**src/rtl/seq_mult_ctrl.sv**
```systemverilog
// Sequential shift-and-add multiplier: one WIDTH-bit ripple-carry adder reused over
// WIDTH iterations, with a start/done handshake and an IDLE/RUN/DONE control FSM.
module seq_mult_ctrl #(
  parameter int WIDTH = 4
) (
  input  logic                 clk,
  input  logic                 rst,
  input  logic                 start,
  input  logic [WIDTH-1:0]     a,
  input  logic [WIDTH-1:0]     b,
  output logic                 ready,
  output logic                 busy,
  output logic                 done,
  output logic [2*WIDTH-1:0]   product,
  output logic [1:0]           dbg_state
);

  // Handshake: start is accepted on a rising edge only while ready=1; a and b are
  // captured on that same edge. done is a one-cycle pulse, and product stays valid
  // from that pulse until the next operation completes.

  localparam int CW = $clog2(WIDTH) + 1;

  typedef enum logic [1:0] {
    IDLE = 2'd0,
    RUN  = 2'd1,
    DONE = 2'd2
  } state_t;

  state_t            state, state_next;
  logic [WIDTH-1:0]  m, acc, q;
  logic              c;
  logic [CW-1:0]     count;
  logic              last_iter;
  logic [WIDTH-1:0]  addend, sum;
  logic [WIDTH:0]    cy;

  assign last_iter = (count == CW'(WIDTH - 1));
  assign addend    = q[0] ? m : '0;
  assign dbg_state = state;

  // Ripple-carry adder made of per-bit full adders. c is always 0 at the start of
  // an iteration, because the shift moves the carry into acc, so the adder's
  // carry-in is effectively 0.
  assign cy[0] = c;
  for (genvar i = 0; i < WIDTH; i++) begin : g_fa
    assign sum[i]  = acc[i] ^ addend[i] ^ cy[i];
    assign cy[i+1] = (acc[i] & addend[i]) | (cy[i] & (acc[i] ^ addend[i]));
  end

  always_ff @(posedge clk) begin
    if (rst) state <= IDLE;
    else     state <= state_next;
  end

  always_comb begin
    state_next = state;
    ready      = 1'b0;
    busy       = 1'b0;
    done       = 1'b0;
    case (state)
      IDLE: begin
        ready = 1'b1;
        if (start) state_next = RUN;
      end
      RUN: begin
        busy = 1'b1;
        if (last_iter) state_next = DONE;
      end
      DONE: begin
        done       = 1'b1;
        state_next = IDLE;
      end
      default: state_next = IDLE;
    endcase
  end

  // {c, acc, q} <= {carry, sum, q} >> 1 keeps the adder carry as the new acc MSB.
  always_ff @(posedge clk) begin
    if (rst) begin
      m       <= '0;
      acc     <= '0;
      q       <= '0;
      c       <= 1'b0;
      count   <= '0;
      product <= '0;
    end else begin
      case (state)
        IDLE: begin
          if (start) begin
            m     <= a;
            q     <= b;
            acc   <= '0;
            c     <= 1'b0;
            count <= '0;
          end
        end
        RUN: begin
          c     <= 1'b0;
          acc   <= {cy[WIDTH], sum[WIDTH-1:1]};
          q     <= {sum[0], q[WIDTH-1:1]};
          count <= count + CW'(1);
          if (last_iter) product <= {cy[WIDTH], sum, q[WIDTH-1:1]};
        end
        default: ;
      endcase
    end
  end

endmodule

```
**config.mk**
```make
export PLATFORM = sky130hd
export DESIGN_NAME = seq_mult_ctrl
export DESIGN_NICKNAME = d
export VERILOG_FILES = /design/src/rtl/seq_mult_ctrl.sv
export SDC_FILE = /design/constraint.sdc
export NUM_CORES = 1
export LEC_CHECK = 0
export ABC_CLOCK_PERIOD_IN_PS = 5300
export CORE_MARGIN = 2
export CORE_UTILIZATION = 42
export CTS_BUF_LIST = sky130_fd_sc_hd__clkbuf_2
export CTS_CLUSTER_SIZE = 16
export DETAILED_ROUTE_END_ITERATION = 10
export PLACE_DENSITY_LB_ADDON = 0.05
export SLEW_MARGIN = 20
export SYNTH_ARGS = -nofsm -noshare
export SYNTH_HDL_FRONTEND = slang
export SYNTH_SLANG_ARGS = --single-unit
export TNS_END_PERCENT = 5
```
**constraint.sdc**
```tcl
create_clock -name clk -period 5.3 [get_ports clk]
set_input_delay 1.325 -clock clk [delete_from_list [all_inputs] [get_ports clk]]
set_output_delay 1.325 -clock clk [all_outputs]
set_load 0.02 [all_outputs]
```
== Word-level counts from Yosys, hierarchy flattened ==
Cells that the tools add are included.
Cells by class
  add/sub/neg operators: 1
  eq/ne operators: 5
  multiplexer cells: 15
  bitwise logic cells: 20
  reductions and logical operators: 6
Operators by type and width (count)
  4-bit case mux with 2 select lines: 2
  4-bit two-way mux: 3
  1-bit bitwise AND: 8
  2-bit AND reduction: 4
  1-bit XOR: 8
  3-bit case mux with 2 select lines: 1
  1-bit two-way mux: 4
  2-bit two-way mux: 2
  2-bit inequality test, second input constant: 2
  1-bit OR: 4
  2-bit case mux with 2 select lines: 1
  3-bit by 1-bit adder with 3-bit output, second input constant: 1
  3-bit by 2-bit == test with 1-bit output, second input constant: 1
  3-bit two-way mux: 1
  2-bit by 1-bit == test with 1-bit output, second input constant: 1
  2-bit == test, second input constant: 1
  2-bit logical NOT: 1
  1-bit case mux with 2 select lines: 1
  2-bit nonzero test: 1
Word-level totals
  register bits: 26
  input port bits: 11
  output and inout bits: 13
  logic and storage cells: 54

== Depth between registers and ports, before layout ==
Gate-level depths: netlist (run 1).
  depth in word-level cells: 11
  depth in mapped cells: 9
  depth with buffers taken out: 9

== Least setup slack after synthesis (run 1) ==
Ideal clock, no wire load.
  path kind: reg-to-output
  from: reg state[1] (netlist: dbg_state[1])
  to: out busy
  data arrival time: 0.946 ns
  data required time: 3.975 ns
  path slack: 3.029 ns
  stages on the path, launching flop included: 4
  buffers on the path: 1
  path through: dfxtp_1 -> nand2b_1 -> buf_2 -> inv_1
On the way
  word-level cells in the longest chain between the ends: 2
RTL lines
  from (decl): line 30  | state_t state, state_next;
  from (signal assigned): line 53  | else state <= state_next;
  2-bit by 1-bit == test with 1-bit output: line 61  | case (state)
  1-bit two-way mux: line 61
  to (decl): line 12  | output logic busy,
Every way passes these cells.

== Final worst setup path (run 1) ==
  from: reg state[0] (netlist: dbg_state[0])
  to: out busy
Same word-level chain as after synthesis.

==> run summary, run 1 <==
Floorplan
* initial core utilization: 44.3%
* x dimension of the die: 55.1 um
* FP Rows: 18
* y dimension of the die: 55.1 um
* Die Footprint: 0.00304 sq mm
* area of the placeable core: 0.00248 sq mm
* top-level I/O count: 24

Cells and area
* Inserted Diodes: 0
* post-layout util: 54.0%
* Layout Nets: 158
* fin cells: 170
* area overhead of the layout relative to synthesis: 21.8%
* fraction of final layout cells with drive strength greater than 1: 5.00%

Detailed routing
* Iteration-0 DRC Markers: 9
* number of detailed-routing iterations run before antenna repair: 4
* average routed wire per standard cell: 12.6 um
* residual antenna-violating net count after detailed routing: 0
* routed wire length: 2.13 mm
* count of unresolved DRC violations after routing: 0
* Via-to-Cell Ratio: 5.03
* vias: 855

Yosys
* share of synthesized area occupied by flip-flops and latches: 45.6%
* dominant cell type by area after synthesis: sky130_fd_sc_hd__dfxtp_1
* Mapped Avg Cell Area: 9.08 sq um
* post-synth top area share: 45.6%
* top area cells in the synthesized netlist: sky130_fd_sc_hd__dfxtp_1 46%, sky130_fd_sc_hd__mux2i_1 7.3%, sky130_fd_sc_hd__nand2_1 6.5%, sky130_fd_sc_hd__a21oi_1 5.9%, sky130_fd_sc_hd__fa_1 5.5%
* Netlist cell types: 22
* Synth warnings: 0
* synthesized instance count: 121
* flip-flop and latch count after synthesis: 25
* net count after synthesis: 138
* Post-Syn Area: 0.00110 sq mm

Power
* power density cells: 237 mW/mm^2
* Peak VDD IR: 0.153 mV
* leakage power figure: 0.512 nW

Clocking
* clock root cell: sky130_fd_sc_hd__clkbuf_2
* CTS tree: built
* count of hold-fix buffers inserted at cts: 0
* cts repair resizes: 0
* Clk pin slew, worst setup/hold paths: 230 ps
* clock buffers created by TritonCTS: 3
* insertion delay to the later sink of the worst-skew pair: 340 ps
* CTS Buffer Depth: 2
* clock sink count: 25
* count of H-tree levels built during CTS: 1
* number of buffers added for setup after CTS: 0

Setup path
* worst r2r path cells: 9
* required time of the critical path: 3970 ps
* launching point of the worst reg2reg path: q[0]
* data arrival time of the critical path: 2170 ps
* worst setup path class: reg2out
* slack of the worst reg-to-reg path: 3150 ps
* Worst R2R End: acc[2]
* maximum fanout count along the critical path: 12
* Worst Setup End Kind: primary output
* kind of start point of the critical path: register

Timing
* crit path time final: 3490 ps
* Setup Viol. Count Final: 0
* Slew @ Worst Pin: 905 ps
* final setup TNS: 0 ps
* Max Transition Viols Final: 0
* Worst Hold Slack: 475 ps
* ratio of final minimum period to clock period: 65.9%
* headroom to the max-slew limit: 39.5%
* RSZ-0062 raised after global routing: no
* Fmax achieved: 286 MHz
* hold violation count in the final report: 0
* Clock Skews: 14.9 ps

Worst hold path
* Worst Hold End: product[6]
* worst min-delay path class: reg2reg
* number of stages on the worst hold path: 2
* source of the worst hold timing path: product[6]

Flow run
* reported max-cap violation count: 0

Run status
* status: finished, final reports clean

Placement
* half-perimeter wire length after detailed placement: 1.52 mm
* Routability Congestion: 0.749
* number of placed instances, taps included: 166
* number of port buffers: 23

Global route
* gr usage total: 16.9%
* via count of the first global-routing pass: 786
* total global routing overflow: 0
* global-route wire length before repair: 3.57 mm
* largest net degree at the start of global routing: 26
* antenna violations before repair: 0

-- metal layers --
| layer | vias to the layer above | GRT usage, % | share of wire (%) |
|---|---|---|---|
| met5 | - | 0 | 0 |
| met4 | 0 | 3.66 | 0.56 |
| met3 | 2 | 6.18 | 7.2 |
| met2 | 22 | 28.2 | 44 |
| met1 | 394 | 21.0 | 48 |
| li1 | 437 | - | - |
-- power by group --
group,leakage [nW],switching [mW],internal (mW)
logic,0.292,0.0193,0.0208
clock network,0.0166,0.0553,0.0199
registers,0.204,0.00685,0.195
total,0.512,0.0814,0.236
-- layout make-up --
cell class | instances | area [sq um]
multi-input cells | 83 | 531
flip-flops and latches | 25 | 500
inverters | 5 | 18.8
well taps | 30 | 37.5
clock buffers | 4 | 20.0
repair buffers | 23 | 230
fillers | 251 | 1140
-- critical path: stages, from the launching register on --
cell	delay (ps)
sky130_fd_sc_hd__dfxtp_1	650
sky130_fd_sc_hd__nand2b_1	290
sky130_fd_sc_hd__inv_1	250
sky130_fd_sc_hd__clkdlybuf4s50_1	650
-- cell usage in the layout (no fill, tap or decap), drive strengths merged, types with 3 or more instances in the layout --
cell type / instances
fa: 3
nor2: 13
dfxtp: 25
nand3: 6
inv: 5
ha: 3
nand2: 19
clkdlybuf4s50: 23
nand2b: 3
a21oi: 13
and2: 3
mux2i: 8
clkbuf: 4
a211oi: 5
-- state kept, by name, indices dropped and copies added, names as in the netlist --
register,count
acc,4
count,3
dbg_state,2
m,4
product,8
q,4
-- logic make-up (layout without fill, tap and decap cells) --
kind of cell / after synthesis / in the layout / share of synthesized area [%]
AND/OR/NAND/NOR: 48 / 48 / 20.2
flip-flops: 25 / 25 / 45.6
AO/OA/AOI/OAI: 20 / 20 / 10.9
buffers and inverters: 13 / 32 / 6.15
multiplexers: 9 / 9 / 8.31
adder cells (fa/ha/maj): 6 / 6 / 8.88
-- cells in the mapped netlist --
| master | n |
|---|---|
| sky130_fd_sc_hd__a211oi_1 | 5 |
| sky130_fd_sc_hd__a21oi_1 | 13 |
| sky130_fd_sc_hd__and2_1 | 3 |
| sky130_fd_sc_hd__and3b_1 | 1 |
| sky130_fd_sc_hd__buf_2 | 3 |
| sky130_fd_sc_hd__buf_6 | 2 |
| sky130_fd_sc_hd__clkbuf_1 | 3 |
| sky130_fd_sc_hd__dfxtp_1 | 25 |
| sky130_fd_sc_hd__fa_1 | 3 |
| sky130_fd_sc_hd__ha_1 | 3 |
| sky130_fd_sc_hd__inv_1 | 5 |
| sky130_fd_sc_hd__mux2_2 | 1 |
| sky130_fd_sc_hd__mux2i_1 | 8 |
| sky130_fd_sc_hd__nand2_1 | 19 |
| sky130_fd_sc_hd__nand2b_1 | 3 |
| sky130_fd_sc_hd__nand3_1 | 6 |
| sky130_fd_sc_hd__nand3b_1 | 1 |
| sky130_fd_sc_hd__nor2_1 | 13 |
| sky130_fd_sc_hd__nor2b_1 | 1 |
| sky130_fd_sc_hd__o21a_1 | 1 |
| sky130_fd_sc_hd__o21ba_2 | 1 |
| sky130_fd_sc_hd__or3b_4 | 1 |
-- through the flow --
| stage | area, sq um | power (mW) | worst slack, ps |
|---|---|---|---|
| 6_report | 1340 | 0.317 | 1810 |
| 5_1_grt | 1340 | 0.334 | 1570 |
| 4_1_cts | 1340 | 0.321 | 1780 |
| 3_5_place_dp | 1320 | 0.246 | 2220 |
| 3_3_place_gp | 1320 | 0.245 | 2240 |
| 2_1_floorplan | 1100 | 0.232 | 3030 |
-- worst max path at each step --
stage,start,end,slack [ps],cells after the start
detailed placement,dbg_state[0],busy,2220,3
CTS,dbg_state[0],busy,1780,3
global placement,dbg_state[0],busy,2240,3
finish,dbg_state[0],busy,1810,3
global route,dbg_state[0],busy,1570,3
floorplan,dbg_state[1],busy,3030,3
Note: power is estimated with default switching activity, not from simulation.
==> run 2, diff against run 1 <==
- ABC_CLOCK_PERIOD_IN_PS: 5300 -> 3300
- clock period: 5.3 -> 3.3 ns (I/O delays scaled with it)
==> run 2 against run 1 <==
Non-clock buffer count stayed put. Largest cell class unchanged. Total power up 62%. Largest power group unchanged. Core utilization stayed put. Clock skew down 11 ps. Global-route usage decreased by 0.12 points. Register-to-register slack got worse by 2000 ps. Cell area did not move. Critical path depth is the same. Cell count unchanged. Highest routed layer unchanged.
==> run summary, run 2 (same netlist as run 1, synthesis figures left out) <==
Timing
* Fmax achieved: 330 MHz
* crit path time final: 3030 ps
* Max Transition Viols Final: 0
* ratio of final minimum period to clock period: 91.8%
* headroom to the max-slew limit: 38.5%
* RSZ-0062 raised after global routing: no
* Clock Skews: 4.37 ps
* Setup Viol. Count Final: 0
* final setup TNS: 0 ps
* Slew @ Worst Pin: 920 ps
* hold violation count in the final report: 0

Flow run
* reported max-cap violation count: 0

Clocking
* count of H-tree levels built during CTS: 1
* insertion delay to the later sink of the worst-skew pair: 350 ps
* cts repair resizes: 0
* number of buffers added for setup after CTS: 0
* Clk pin slew, worst setup/hold paths: 230 ps
* clock root cell: sky130_fd_sc_hd__clkbuf_2
* clock sink count: 25
* CTS Buffer Depth: 2
* count of hold-fix buffers inserted at cts: 0
* clock buffers created by TritonCTS: 3
* CTS tree: built

Setup path
* total buffers and inverters traversed by the critical path: 2
* Worst Setup End Kind: primary output
* WP depth: 3
* cells along the critical path: nand2b_1, inv_1, clkdlybuf4s50_1
* data arrival time of the critical path: 2210 ps
* worst setup path class: reg2out
* Largest delay share family, worst path: buffers and inverters
* required time of the critical path: 2470 ps
* delay of the slowest cell on the worst path: 660 ps
* kind of start point of the critical path: register
* cell type of the slowest stage on the worst timing path: sky130_fd_sc_hd__dfxtp_1
* worst r2r path cells: 9
* maximum fanout count along the critical path: 12

Global route
* gr usage total: 16.8%
* antenna violations before repair: 0
* total global routing overflow: 0
* global-route wire length before repair: 3.55 mm
* via count of the first global-routing pass: 788
* largest net degree at the start of global routing: 26

Placement
* number of port buffers: 23
* half-perimeter wire length after detailed placement: 1.53 mm
* Routability Congestion: 0.749

Power
* Peak VDD IR: 0.257 mV
* leakage power figure: 0.512 nW
* power density cells: 384 mW/mm^2
* total chip power: 514 uW

Detailed routing
* vias: 845
* residual antenna-violating net count after detailed routing: 0
* routed wire length: 2.15 mm
* Iteration-0 DRC Markers: 13
* average routed wire per standard cell: 12.6 um
* Via-to-Cell Ratio: 4.97
* number of detailed-routing iterations run before antenna repair: 4
* count of unresolved DRC violations after routing: 0

Cells and area
* area overhead of the layout relative to synthesis: 21.8%
* commonest non-fill, non-tap cell in the layout: sky130_fd_sc_hd__dfxtp_1
* flip-flop count of the largest register, all copies and words added: 8
* fraction of final layout cells with drive strength greater than 1: 5.00%
* Inserted Diodes: 0
* Layout Nets: 158
* Biggest register: product
* most frequent cells in the layout: 25 x sky130_fd_sc_hd__dfxtp_1, 23 x sky130_fd_sc_hd__clkdlybuf4s50_1, 19 x sky130_fd_sc_hd__nand2_1

Worst hold path
* worst min-delay path class: reg2reg
* number of stages on the worst hold path: 2

Floorplan
* area of the placeable core: 0.00248 sq mm
* FP Rows: 18
* initial core utilization: 44.3%
* Die Footprint: 0.00304 sq mm
* x dimension of the die: 55.1 um
* y dimension of the die: 55.1 um
* top-level I/O count: 24

Run status
* status: finished, final reports clean

==> run 2: stage by stage <==
step	std cells	utilization, %	instance area, sq um	hold slack (ps)	setup WS (ps)
final	170	54.0	1340	472	269
after global routing	170	54.0	1340	492	53.4
after CTS	170	54.0	1340	475	260
after detailed placement	166	53.2	1320	449	709
after global placement	166	53.2	1320	445	744
after floorplan	121	-	1100	444	1340
==> run 2: metal layers <==
layer | global-route usage, % | up-vias | wire length, um | part of all wire [%]
li1 | - | 434 | - | -
met1 | 22.1 | 387 | 1040 | 49
met2 | 26.6 | 19 | 938 | 44
met3 | 2.69 | 5 | 120 | 5.6
met4 | 8.54 | 0 | 42 | 2.0
met5 | 0 | - | 0 | 0
==> run 2: final cells by class <==
cell class | instances | area, sq um
clock buffer | 4 | 20.0
tap | 30 | 37.5
sequential | 25 | 500
inverter | 5 | 18.8
timing repair buffer | 23 | 230
multi-input combinational | 83 | 531
fill | 255 | 1140
==> run 2: worst reg2reg max path, cell delays in order, from the launching register on <==
cell and delay (ps):
sky130_fd_sc_hd__dfxtp_1 400, sky130_fd_sc_hd__and2_1 170, sky130_fd_sc_hd__ha_1 180, sky130_fd_sc_hd__fa_1 350, sky130_fd_sc_hd__inv_1 70, sky130_fd_sc_hd__fa_1 150, sky130_fd_sc_hd__inv_1 50, sky130_fd_sc_hd__fa_1 500
sky130_fd_sc_hd__nand2_1 50, sky130_fd_sc_hd__a21oi_1 140
==> run 2: power breakdown <==
group | leakage, nW | switching [mW] | internal, mW
registers | 0.204 | 0.0110 | 0.313
logic | 0.292 | 0.0314 | 0.0333
clock network | 0.0166 | 0.0931 | 0.0320
total | 0.512 | 0.135 | 0.379
==> run 2: worst paths after layout <==
| path | startpoint | end | slack, ps |
|---|---|---|---|
| min | product[1] | product[1] | 470 |
| min reg2reg | product[1] | product[1] | 470 |
| max reg2reg | q[0] | acc[2] | 1160 |
| max | dbg_state[0] | busy | 270 |
==> run 3, diff against run 2 <==
- CELL_PAD_IN_SITES_DETAIL_PLACEMENT: unset -> 0
- CELL_PAD_IN_SITES_GLOBAL_PLACEMENT: unset -> 1
- CORE_UTILIZATION: 42 -> 38
==> run 3 against run 2 <==
Total power fell by 1.4%. Clock skew rose by 1.6 ps. Critical endpoint unchanged. Register-to-register slack worse by 20 ps. Worst hold slack got worse by 1.5 ps. Via count shrank 0.59%.
==> run summary, run 3 (same netlist as run 1, synthesis figures left out) <==
Power
* switching part of the total power: 26.2%
* internal power of the cells: 374 uW
* Gate power share: 12.9%
* Peak VDD IR: 0.206 mV
* leakage power figure: 0.512 nW
* power density cells: 379 mW/mm^2
* share of total power in sequential cells: 63.8%
* net switching component of the power: 133 uW
* Clk pwr share: 23.3%

Setup path
* required time of the critical path: 2470 ps
* delay of the slowest cell on the worst path: 650 ps
* maximum fanout count along the critical path: 12
* worst setup path class: reg2out
* slack of the worst reg-to-reg path: 1140 ps
* total buffers and inverters traversed by the critical path: 2
* data arrival time of the critical path: 2190 ps
* kind of start point of the critical path: register
* cell type of the slowest stage on the worst timing path: sky130_fd_sc_hd__dfxtp_1
* Worst Setup End Kind: primary output
* Largest delay share family, worst path: buffers and inverters
* cells along the critical path: nand2b_1, inv_1, clkdlybuf4s50_1

Cells and area
* Layout Nets: 158
* fillcell total: 284
* Biggest register: product
* Inserted Diodes: 0
* fraction of final layout cells with drive strength greater than 1: 5.00%
* commonest non-fill, non-tap cell in the layout: sky130_fd_sc_hd__dfxtp_1
* area overhead of the layout relative to synthesis: 21.9%
* most frequent cells in the layout: 25 x sky130_fd_sc_hd__dfxtp_1, 23 x sky130_fd_sc_hd__clkdlybuf4s50_1, 19 x sky130_fd_sc_hd__nand2_1
* flip-flop count of the largest register, all copies and words added: 8
* area taken by multi-input logic gates: 531 sq um
* Register Area: 500 sq um

Clocking
* clock sink count: 25
* CTS Buffer Depth: 2
* insertion delay to the later sink of the worst-skew pair: 340 ps
* CTS tree: built
* number of buffers added for setup after CTS: 0
* count of hold-fix buffers inserted at cts: 0
* cts repair resizes: 0
* clock root cell: sky130_fd_sc_hd__clkbuf_2
* count of H-tree levels built during CTS: 1
* clock buffers created by TritonCTS: 3
* Clk pin slew, worst setup/hold paths: 230 ps

Global route
* via count of the first global-routing pass: 833
* global-route wire length before repair: 3.80 mm
* antenna violations before repair: 0
* largest net degree at the start of global routing: 26
* gr usage total: 15.1%
* total global routing overflow: 0

Floorplan
* initial core utilization: 39.8%
* FP Rows: 19
* x dimension of the die: 57.8 um
* y dimension of the die: 57.8 um
* top-level I/O count: 24
* Die Footprint: 0.00334 sq mm
* area of the placeable core: 0.00276 sq mm

Detailed routing
* Iteration-0 DRC Markers: 12
* routed wire length: 2.22 mm
* residual antenna-violating net count after detailed routing: 0
* average routed wire per standard cell: 13.0 um
* number of detailed-routing iterations run before antenna repair: 2
* vias: 840
* count of unresolved DRC violations after routing: 0
* Via-to-Cell Ratio: 4.91

Timing
* Max Transition Viols Final: 0
* RSZ-0062 raised after global routing: no
* Fmax achieved: 332 MHz
* Clock Skews: 6.02 ps
* Slew @ Worst Pin: 913 ps
* headroom to the max-slew limit: 38.9%
* crit path time final: 3020 ps
* ratio of final minimum period to clock period: 91.4%
* final setup TNS: 0 ps
* Worst Hold Slack: 471 ps
* Setup Viol. Count Final: 0
* hold violation count in the final report: 0

Placement
* Routability Congestion: 0.736
* half-perimeter wire length after detailed placement: 1.61 mm
* number of port buffers: 23

Flow run
* reported max-cap violation count: 0

Run status
* status: finished, final reports clean

Worst hold path
* worst min-delay path class: reg2reg

==> run 3: changes by cell type in the layout (fill, tap and decap cells not counted) <==
cell	before	now
sky130_fd_sc_hd__clkbuf_2	4	3
sky130_fd_sc_hd__clkinv_2	0	1
==> run 3: tightest hold or removal path, stage by stage, from the launching register on <==
cell and delay (ps):
sky130_fd_sc_hd__dfxtp_1 360, sky130_fd_sc_hd__nand2_1 50, sky130_fd_sc_hd__a21oi_1 50
==> run 3: area by class of cell <==
class / count / area share, %
Timing Repair Buffer: 23 / 17.2
Inverter: 5 / 1.40
Clock inverter: 1 / 0.374
Sequential cell: 25 / 37.4
Clock buffer: 3 / 1.12
Tap cell: 31 / 2.90
Multi-Input combinational cell: 83 / 39.6
==> run 3: per-layer routing <==
layer | wire, um | vias up | share of wire [%] | GRT usage (%)
met4 | 13 | 0 | 0.59 | 5.98
met2 | 1020 | 15 | 46 | 25.3
met5 | 0 | - | 0 | 0
li1 | - | 437 | - | -
met1 | 1100 | 386 | 50 | 19.4
met3 | 87 | 2 | 3.9 | 2.23
==> run 3: worst paths after layout <==
| path | from | endpoint | cells past startpoint |
|---|---|---|---|
| max | dbg_state[0] | busy | 3 |
| min | product[2] | product[2] | 2 |
| max reg2reg | q[0] | acc[2] | 9 |
| min reg2reg | product[2] | product[2] | 2 |
==> run 3: power by group through the flow <==
stage / logic (mW) / registers, mW / clock network, mW
global placement: 0.0654 / 0.329 / 0
CTS: 0.0666 / 0.324 / 0.127
finish: 0.0652 / 0.324 / 0.118
floorplan: 0.0468 / 0.326 / 0
global route: 0.0725 / 0.326 / 0.139
detailed placement: 0.0661 / 0.330 / 0
==> run 3: through the flow <==
stage | power, mW | cells | worst slack (ps) | utilization, % | cell area [sq um]
global route | 0.538 | 171 | 41.8 | 48.5 | 1340
CTS | 0.518 | 171 | 248 | 48.5 | 1340
finish | 0.507 | 171 | 284 | 48.5 | 1340
global placement | 0.395 | 167 | 727 | 47.8 | 1320
detailed placement | 0.396 | 167 | 695 | 47.8 | 1320
floorplan | 0.373 | 121 | 1340 | - | 1100
